[config.mk]
export PLATFORM = sky130hd
export DESIGN_NAME = fetch_unit_flat
export DESIGN_NICKNAME = d
export VERILOG_FILES = /design/src/rtl/fetch_unit_if.sv /design/src/rtl/fetch_unit.sv /design/src/flat_wrapper.sv
export SDC_FILE = /design/constraint.sdc
export NUM_CORES = 1
export LEC_CHECK = 0
export ABC_AREA = 1
export BUFFER_PORTS_ARGS = -buffer_cell sky130_fd_sc_hd__buf_4
export CAP_MARGIN = 20
export CORE_UTILIZATION = 60
export CTS_BUF_LIST = sky130_fd_sc_hd__clkbuf_4
export DETAILED_ROUTE_END_ITERATION = 10
export GPL_ROUTABILITY_DRIVEN = 0
export PLACE_DENSITY = 0.92
export SETUP_SLACK_MARGIN = 0.5
export SYNTH_ARGS = -nofsm -noshare
export SYNTH_HDL_FRONTEND = slang
export SYNTH_SLANG_ARGS = --single-unit
[constraint.sdc]
create_clock -name clk -period 17.65 [get_ports clk]
set_input_delay 1.765 -clock clk [delete_from_list [all_inputs] [get_ports clk]]
set_output_delay 1.765 -clock clk [all_outputs]
set_load 0.1 [all_outputs]
[src/rtl/fetch_unit_if.sv]
// fetch_unit_if: bus bundle between the fetch unit, instruction memory,
// execute (redirects) and decode (fetch-queue drain).
//   master (fetch unit): drives imem_req/imem_addr and the out_* head view,
//                        receives imem_rdata, redirect_* and out_ready.
//   slave  (environment): the mirror image.
interface fetch_unit_if #(
  parameter int unsigned XLEN        = 32,
  parameter int unsigned FETCH_DEPTH = 4
);
  localparam int unsigned CW = $clog2(FETCH_DEPTH) + 1;

  logic            imem_req;
  logic [XLEN-1:0] imem_addr;
  logic [31:0]     imem_rdata;
  logic            redirect_valid;
  logic [XLEN-1:0] redirect_pc;
  logic            out_valid;
  logic            out_ready;
  logic [31:0]     out_instr;
  logic [XLEN-1:0] out_pc;
  logic [XLEN-1:0] out_pc4;
  logic [CW-1:0]   fq_count;

  modport master (
    output imem_req, imem_addr, out_valid, out_instr, out_pc, out_pc4, fq_count,
    input  imem_rdata, redirect_valid, redirect_pc, out_ready
  );

  modport slave (
    input  imem_req, imem_addr, out_valid, out_instr, out_pc, out_pc4, fq_count,
    output imem_rdata, redirect_valid, redirect_pc, out_ready
  );
endinterface

[src/rtl/fetch_unit.sv]
// fetch_unit: instruction-fetch stage with a decoupling fetch queue.
// Owns the PC, issues one sequential fetch per cycle to a one-cycle-latency
// instruction memory, buffers {instr, pc, pc+4} entries in a FETCH_DEPTH
// circular queue drained by decode, and flushes on execute redirects.
// Ports:
//   clk  - clock, rising edge
//   rst  - synchronous active-high reset (wins over everything)
//   bus  - fetch_unit_if.master: imem_req/imem_addr/imem_rdata,
//          redirect_valid/redirect_pc, out_valid/out_ready/out_instr/
//          out_pc/out_pc4, fq_count
module fetch_unit #(
  parameter int unsigned     XLEN        = 32,
  parameter logic [XLEN-1:0] RESET_PC    = '0,
  parameter int unsigned     FETCH_DEPTH = 4
) (
  input  logic          clk,
  input  logic          rst,
  fetch_unit_if.master  bus
);
  localparam int unsigned PW = $clog2(FETCH_DEPTH);
  localparam int unsigned CW = PW + 1;

  typedef struct packed {
    logic [31:0]     instr;
    logic [XLEN-1:0] pc;
    logic [XLEN-1:0] pc4;
  } fq_entry_t;

  fq_entry_t       fq_mem [FETCH_DEPTH];
  logic [PW-1:0]   head;
  logic [PW-1:0]   tail;
  logic [CW-1:0]   count;
  logic [XLEN-1:0] pc;
  logic [XLEN-1:0] req_pc;
  logic            inflight;

  logic            pop;
  logic            push;
  logic            issue;
  logic [CW:0]     occupancy;
  logic [CW:0]     limit;
  logic [XLEN-1:0] redirect_target;

  // Handshake decode; the pop credit lets the queue sustain one fetch per
  // cycle even when full-plus-inflight would otherwise block issue.
  always_comb begin
    pop             = bus.out_valid & bus.out_ready;
    occupancy       = (CW+1)'(count) + (CW+1)'(inflight);
    limit           = (CW+1)'(FETCH_DEPTH) + (CW+1)'(pop);
    issue           = !rst && !bus.redirect_valid && (occupancy < limit);
    push            = inflight & !bus.redirect_valid;
    redirect_target = bus.redirect_pc & ~XLEN'(3);
  end

  assign bus.imem_req  = issue;
  assign bus.imem_addr = pc;
  assign bus.out_valid = (count != '0);
  assign bus.out_instr = fq_mem[head].instr;
  assign bus.out_pc    = fq_mem[head].pc;
  assign bus.out_pc4   = fq_mem[head].pc4;
  assign bus.fq_count  = count;

  // PC, outstanding-request tracking and queue state.
  always_ff @(posedge clk) begin
    if (rst) begin
      pc       <= RESET_PC;
      req_pc   <= RESET_PC;
      inflight <= 1'b0;
      head     <= '0;
      tail     <= '0;
      count    <= '0;
      for (int i = 0; i < int'(FETCH_DEPTH); i++) begin
        fq_mem[i] <= '0;
      end
    end else begin
      inflight <= issue;
      if (issue) begin
        req_pc <= pc;
      end
      if (bus.redirect_valid) begin
        // Flush: the response arriving now belongs to the wrong path.
        pc    <= redirect_target;
        head  <= tail;
        count <= '0;
      end else begin
        if (issue) begin
          pc <= pc + XLEN'(4);
        end
        if (push) begin
          fq_mem[tail] <= '{instr: bus.imem_rdata, pc: req_pc, pc4: req_pc + XLEN'(4)};
          tail         <= tail + PW'(1);
        end
        if (pop) begin
          head <= head + PW'(1);
        end
        case ({push, pop})
          2'b10:   count <= count + CW'(1);
          2'b01:   count <= count - CW'(1);
          default: count <= count;
        endcase
      end
    end
  end
endmodule

[src/flat_wrapper.sv]
// flat-port wrapper written by rule: the top's interface ports become plain ports
module fetch_unit_flat 
#(
  parameter int unsigned     XLEN        = 32,
  parameter logic [XLEN-1:0] RESET_PC    = '0,
  parameter int unsigned     FETCH_DEPTH = 4
)
  (clk, rst, bus_imem_req, bus_imem_addr, bus_out_valid, bus_out_instr, bus_out_pc, bus_out_pc4, bus_fq_count, bus_imem_rdata, bus_redirect_valid, bus_redirect_pc, bus_out_ready);
  fetch_unit_if #(.XLEN(XLEN), .FETCH_DEPTH(FETCH_DEPTH)) bus_i ();
  input  logic clk;
  input  logic rst;
  output wire logic [$bits(bus_i.imem_req)-1:0] bus_imem_req;
  output wire logic [$bits(bus_i.imem_addr)-1:0] bus_imem_addr;
  output wire logic [$bits(bus_i.out_valid)-1:0] bus_out_valid;
  output wire logic [$bits(bus_i.out_instr)-1:0] bus_out_instr;
  output wire logic [$bits(bus_i.out_pc)-1:0] bus_out_pc;
  output wire logic [$bits(bus_i.out_pc4)-1:0] bus_out_pc4;
  output wire logic [$bits(bus_i.fq_count)-1:0] bus_fq_count;
  input wire logic [$bits(bus_i.imem_rdata)-1:0] bus_imem_rdata;
  input wire logic [$bits(bus_i.redirect_valid)-1:0] bus_redirect_valid;
  input wire logic [$bits(bus_i.redirect_pc)-1:0] bus_redirect_pc;
  input wire logic [$bits(bus_i.out_ready)-1:0] bus_out_ready;
  assign bus_imem_req = bus_i.imem_req;
  assign bus_imem_addr = bus_i.imem_addr;
  assign bus_out_valid = bus_i.out_valid;
  assign bus_out_instr = bus_i.out_instr;
  assign bus_out_pc = bus_i.out_pc;
  assign bus_out_pc4 = bus_i.out_pc4;
  assign bus_fq_count = bus_i.fq_count;
  assign bus_i.imem_rdata = bus_imem_rdata;
  assign bus_i.redirect_valid = bus_redirect_valid;
  assign bus_i.redirect_pc = bus_redirect_pc;
  assign bus_i.out_ready = bus_out_ready;
  fetch_unit #(.XLEN(XLEN), .RESET_PC(RESET_PC), .FETCH_DEPTH(FETCH_DEPTH)) u_core (.clk(clk), .rst(rst), .bus(bus_i));
endmodule
# Word level (Yosys, flattened, before mapping)
# Memories as Yosys holds them, arrays and structs flattened. A register that Yosys moved wholly into a read port is not among the register bits.
# Cells that the tools add are included.
# op_classes
order_cmp	1
bitwise_logic	3
addsub	8
eq_ne	2
n_reduce_logical	11
n_mux	16
# op_table
op	n
2-to-1 mux 96 bit	1
OR reduction 96 bit	1
adder 32 x 3 -> 32 bit, second input constant	2
2-to-1 mux 32 bit	2
2-to-1 mux 2 bit	5
2-to-1 mux 1 bit	7
case mux 3 bit (2 select lines)	1
nonzero test 2 bit	3
adder 2 x 1 -> 2 bit, second input constant	2
adder 3 x 1 -> 4 bit	1
adder 3 x 1 -> 4 bit, first input constant	1
less-than comparator 4 bit	1
adder 3 x 1 -> 3 bit, second input constant	1
nonzero test 3 bit	1
subtractor 3 x 1 -> 3 bit, second input constant	1
bitwise AND 1 bit	2
equality test 2 x 1 -> 1 bit, second input constant	1
equality test 2 bit, second input constant	1
logical AND 1 bit	2
logical NOT 1 bit	2
AND reduction 2 bit	1
OR reduction 2 bit	1
NOT 1 bit	1
# totals
mem_bits_rw	384
n_memories	1
regBits	72
out_inout_bits	133
# mem_list
memory	words	width	rd	rd_ports_with_merged_regs	write_ports	line_no	source
u_core.fq_mem	4	96	1	1	4	fetch_unit.sv:29	fq_entry_t fq_mem [FETCH_DEPTH];

# Longest topological paths before layout
# depth
word_depth	8
mapped_depth	11

# Worst setup path before layout
# OpenSTA, ideal clock, no wires.
# synth_timing
kind	input to register
start	in bus_redirect_valid
end	mem u_core.fq_mem[3][10] (netlist bit) (enable)
path_slack_ps	8232
arrival_ps	8746
t_required_ps	16978
n_path_buf	2
cell_stages	5
path_cell_list	buf_6 > inv_2 > buf_2 > nand3_1 > o21ai_0
# synth_rtl
item	line_no	source
start, declared	flat_wrapper.sv:20	input wire logic [$bits(bus_i.redirect_valid)-1:0] bus_redirect_valid;
end, declared	fetch_unit.sv:29	

==> results.py <==
metrics = {
    "timing": {
        "grt_setup_unrepaired": "no",
        "final_critical_path_setup_slack_ns": 12.03,
        "post-route-min-period_ns": 5.623,
        "setup-tns-final_ns": 0,
        "max_freq_mhz": 177.8,
        "timing.final.hold_violations": 0,
        "clock_skew_ns": 0.07212,
        "final-setup-viol-count": 0,
        "timing_worst_slew_pin_value_ns": 1.145,
        "layout_worst_path_cycle_share_pct": 31.86,
        "final_number_of_max_transition_violations": 0,
        "slew-limit-headroom_pct": 23.68,
    },
    "floorplanning": {
        "placementRows": 66,
        "chipWidth_um": 185.8,
        "io_pins": 201,
        "floorplan.initialDensity_pct": 61.68,
        "fp.dieArea_mm2": 0.03453,
        "chipHeight_um": 185.8,
        "coreArea_mm2": 0.03287,
    },
    "synth": {
        "dominant_combinational_cell_family_by_area_after_synthesis": "simple AND/OR/NAND/NOR gates",
        "synth-warning-count": 0,
        "ffs_latches_synth": 438,
        "post_synth_fa_ha_maj_area_fraction_pct": 0.4073,
        "mapped_cells": 2142,
        "synth-edff-count": 368,
        "synth.area.mux_share_pct": 0,
        "yosysUniqueCellTypes": 41,
        "area_share_of_the_largest_cell_type_after_synthesis_pct": 54.51,
        "synth-simple-area-share_pct": 19.63,
        "synth_area_leaders": "sky130_fd_sc_hd__edfxtp_1 (55%), sky130_fd_sc_hd__nor2_1 (10%), sky130_fd_sc_hd__dfxtp_1 (6.9%)",
        "yosys_most_used_dff": "sky130_fd_sc_hd__edfxtp_1",
        "postSynth.asyncResetShare_pct": 0,
        "syn_avg_cell_area_um2": 9.465,
        "ys_seq_area_share_pct": 61.42,
        "synth_area_in_compound_gates_pct": 10.44,
        "syn_area_mm2": 0.02027,
        "synth_largest_area_cell": "sky130_fd_sc_hd__edfxtp_1",
        "yosys.area_share.xor_xnor_pct": 1.154,
    },
    "clock_tree": {
        "numClockSinks": 438,
        "clkTransAtPathRegs_ns": 0.06,
        "root_buffer": "sky130_fd_sc_hd__clkbuf_4",
        "ctsLongestPathBuffers": 3,
        "post_cts.resized_instances": 0,
        "hold_buffers_post_cts": 0,
        "cts_tree": "yes",
        "cts_htree_levels": 3,
        "worstSkewPairLatency_ns": 0.80,
        "cts_setup_buffers": 0,
        "numCtsBuffers": 106,
    },
    "final_layout": {
        "highest_count_cells_in_the_layout_ignoring_fill_and_taps": "sky130_fd_sc_hd__nor2_1 (564), sky130_fd_sc_hd__edfxtp_1 (368), sky130_fd_sc_hd__o21ai_0 (222)",
        "layout_commonest_cell": "sky130_fd_sc_hd__nor2_1",
        "syn_to_final_growth_pct": 14.40,
        "layout.filler_cells": 2236,
        "final_nets": 2406,
        "post-route-util_pct": 70.56,
        "drive_gt1_share_pct": 19.45,
    },
    "setup_path": {
        "timing.setup.critical_path_class": "reg2out",
        "timing.critical_path.from_type": "flop",
        "regToRegStartpoint": "u_core.inflight",
        "cp.arrival_ns": 3.86,
        "cpPeakStageDelay_ns": 0.89,
        "critical-path-top-cell-by-count": "sky130_fd_sc_hd__buf_4",
        "worstSetupEndpointType": "output port",
        "required_ns": 15.88,
        "critical_path.cell_chain": "inv_4, buf_4, o21ai_0, o22ai_1, buf_4",
        "timing.critical_path.slowest_stage_cell": "sky130_fd_sc_hd__buf_4",
        "timing.reg2reg.worst_path_depth": 7,
        "path_max_fanout": 96,
    },
    "detailed_routing": {
        "detailedRoute.firstPassIterationCount": 8,
        "total_via_count_in_the_routed_design": 16880,
        "wl_per_cell_um": 19.17,
        "detail_route.vias_per_cell": 5.911,
        "detail_route.iter0.violations": 2046,
        "wirelength_um": 54720,
        "remaining_drc_errors": 0,
        "final_ant_viol_nets": 0,
    },
    "outcome": {
        "status": "finished, final reports clean",
    },
    "grt": {
        "largest_net_degree_at_the_start_of_global_routing": 97,
        "globalRouteOverflowTotal": 0,
        "gr-usage-all-layers_pct": 31.42,
        "number_of_antenna_violations_at_the_first_check_in_global_routing": 2,
        "grt_pass1_vias": 16530,
        "wire_length_of_the_first_global_routing_pass_um": 82850,
    },
    "placed_design": {
        "dp.final_hpwl_um": 31310,
        "place_ws_ns": 12.31,
        "placement.io_buffers": 192,
    },
    "pwr": {
        "p_sw_w": 0.0007716,
        "power.density_mw_per_mm2": 105.8,
        "intPower_w": 0.001682,
        "leakage_nw": 8.854,
        "share_seq_of_total_power_pct": 48.5,
        "maximum_vdd_drop_v": 0.00005590,
        "comb_power_share_pct": 17.4,
        "power.switching_fraction_pct": 31.45,
        "p_clk_share_pct": 34.1,
    },
    "run": {
        "number_of_maximum_capacitance_constraint_violations": 0,
    },
    "worst_hold_path": {
        "hold_path_startpoint": "u_core.head[1]",
        "hold_path_class": "reg2reg",
        "worstHoldPathCells": 2,
    },
}
[worst max-delay path: cells and delay by family, from the launching register on]
family | cells | cell delay, ns
AOI/OAI and AO/OA | 2 | 0.74
DFF | 1 | 0.35
buffers and inverters | 3 | 1.89
[logic make-up after synthesis]
logic type               Yosys count
AND/OR/NAND/NOR                  946
flip-flops                       438
AO/OA/AOI/OAI                    393
buffers and inverters            333
XOR/XNOR                          25
adder cells (fa/ha/maj)            6
other                              1
[sequential cells by signal (all words and copies together), names as in the netlist, named ones only]
name                  flops
u_core.fq_mem           368
u_core.bus.imem_addr     30
u_core.req_pc            30
u_core.bus.fq_count       3
u_core.head               2
u_core.tail               2
u_core.inflight           1
[metrics by stage]
step,cell area [µm²],hold WS (ns),instances,total power [W]
CTS,23190,0.4988,2853,0.002455
global placement,21830,0.4979,2666,0.001623
floorplan,20290,0.4796,2147,0.001527
detailed placement,21830,0.5169,2666,0.001632
finish,23190,0.5056,2855,0.002453
global route,23190,0.5594,2855,0.002529
[power by group through the flow]
stage	clock network (W)	logic (W)	registers, W
after floorplan	0	0.000290	0.00124
after global placement	0	0.000416	0.00121
after detailed placement	0	0.000423	0.00121
after CTS	0.000842	0.000425	0.00119
after global routing	0.000893	0.000444	0.00119
final	0.000837	0.000427	0.00119
[synth_stat cells (3+ instances only)]
cell type                    n
sky130_fd_sc_hd__nor3_2      5
sky130_fd_sc_hd__nand2_2     4
sky130_fd_sc_hd__ha_1        5
sky130_fd_sc_hd__o21ai_0   223
sky130_fd_sc_hd__xor2_1     20
sky130_fd_sc_hd__nand3_1    81
sky130_fd_sc_hd__buf_6      11
sky130_fd_sc_hd__buf_2      31
sky130_fd_sc_hd__clkbuf_1   75
sky130_fd_sc_hd__o21bai_1    5
sky130_fd_sc_hd__edfxtp_1  368
sky130_fd_sc_hd__nor2_4     11
sky130_fd_sc_hd__inv_1     192
sky130_fd_sc_hd__o22ai_1    92
sky130_fd_sc_hd__inv_2      12
sky130_fd_sc_hd__buf_4       9
sky130_fd_sc_hd__a21oi_1    61
sky130_fd_sc_hd__nand4_1     5
sky130_fd_sc_hd__a21boi_0    5
sky130_fd_sc_hd__dfxtp_1    70
sky130_fd_sc_hd__nand3_2     3
sky130_fd_sc_hd__o21ai_1     3
sky130_fd_sc_hd__nand2_1   212
sky130_fd_sc_hd__nor3_1     12
sky130_fd_sc_hd__nor2_2     41
sky130_fd_sc_hd__xnor2_1     3
sky130_fd_sc_hd__nor2_1    564
[layer usage]
metal / track usage, % / share of wire, %
met5: 0 / 0
met4: 16.95 / 4.3
met3: 6.672 / 12
met2: 53.52 / 49
met1: 37.26 / 36
[area by class of cell]
cell class              instances  area [µm²]  area share, %
diodes                          2       5.005        0.02158
flip-flops and latches        438       12460          53.71
multi-input cells            1376        6504          28.04
inverters                     204       772.0          3.329
clock inverters                20       101.3         0.4370
repair buffers                206        1546          6.668
well taps                     442       553.0          2.385
clock buffers                 167        1254          5.406
[worst paths after layout]
kind	to	slack, ns
max	bus_out_pc4[14]	12.03
min	flop	0.51
max reg2reg	u_core.fq_mem[0][54]	14.38
min reg2reg	flop	0.51
Note: power is estimated with default switching activity, not from simulation.
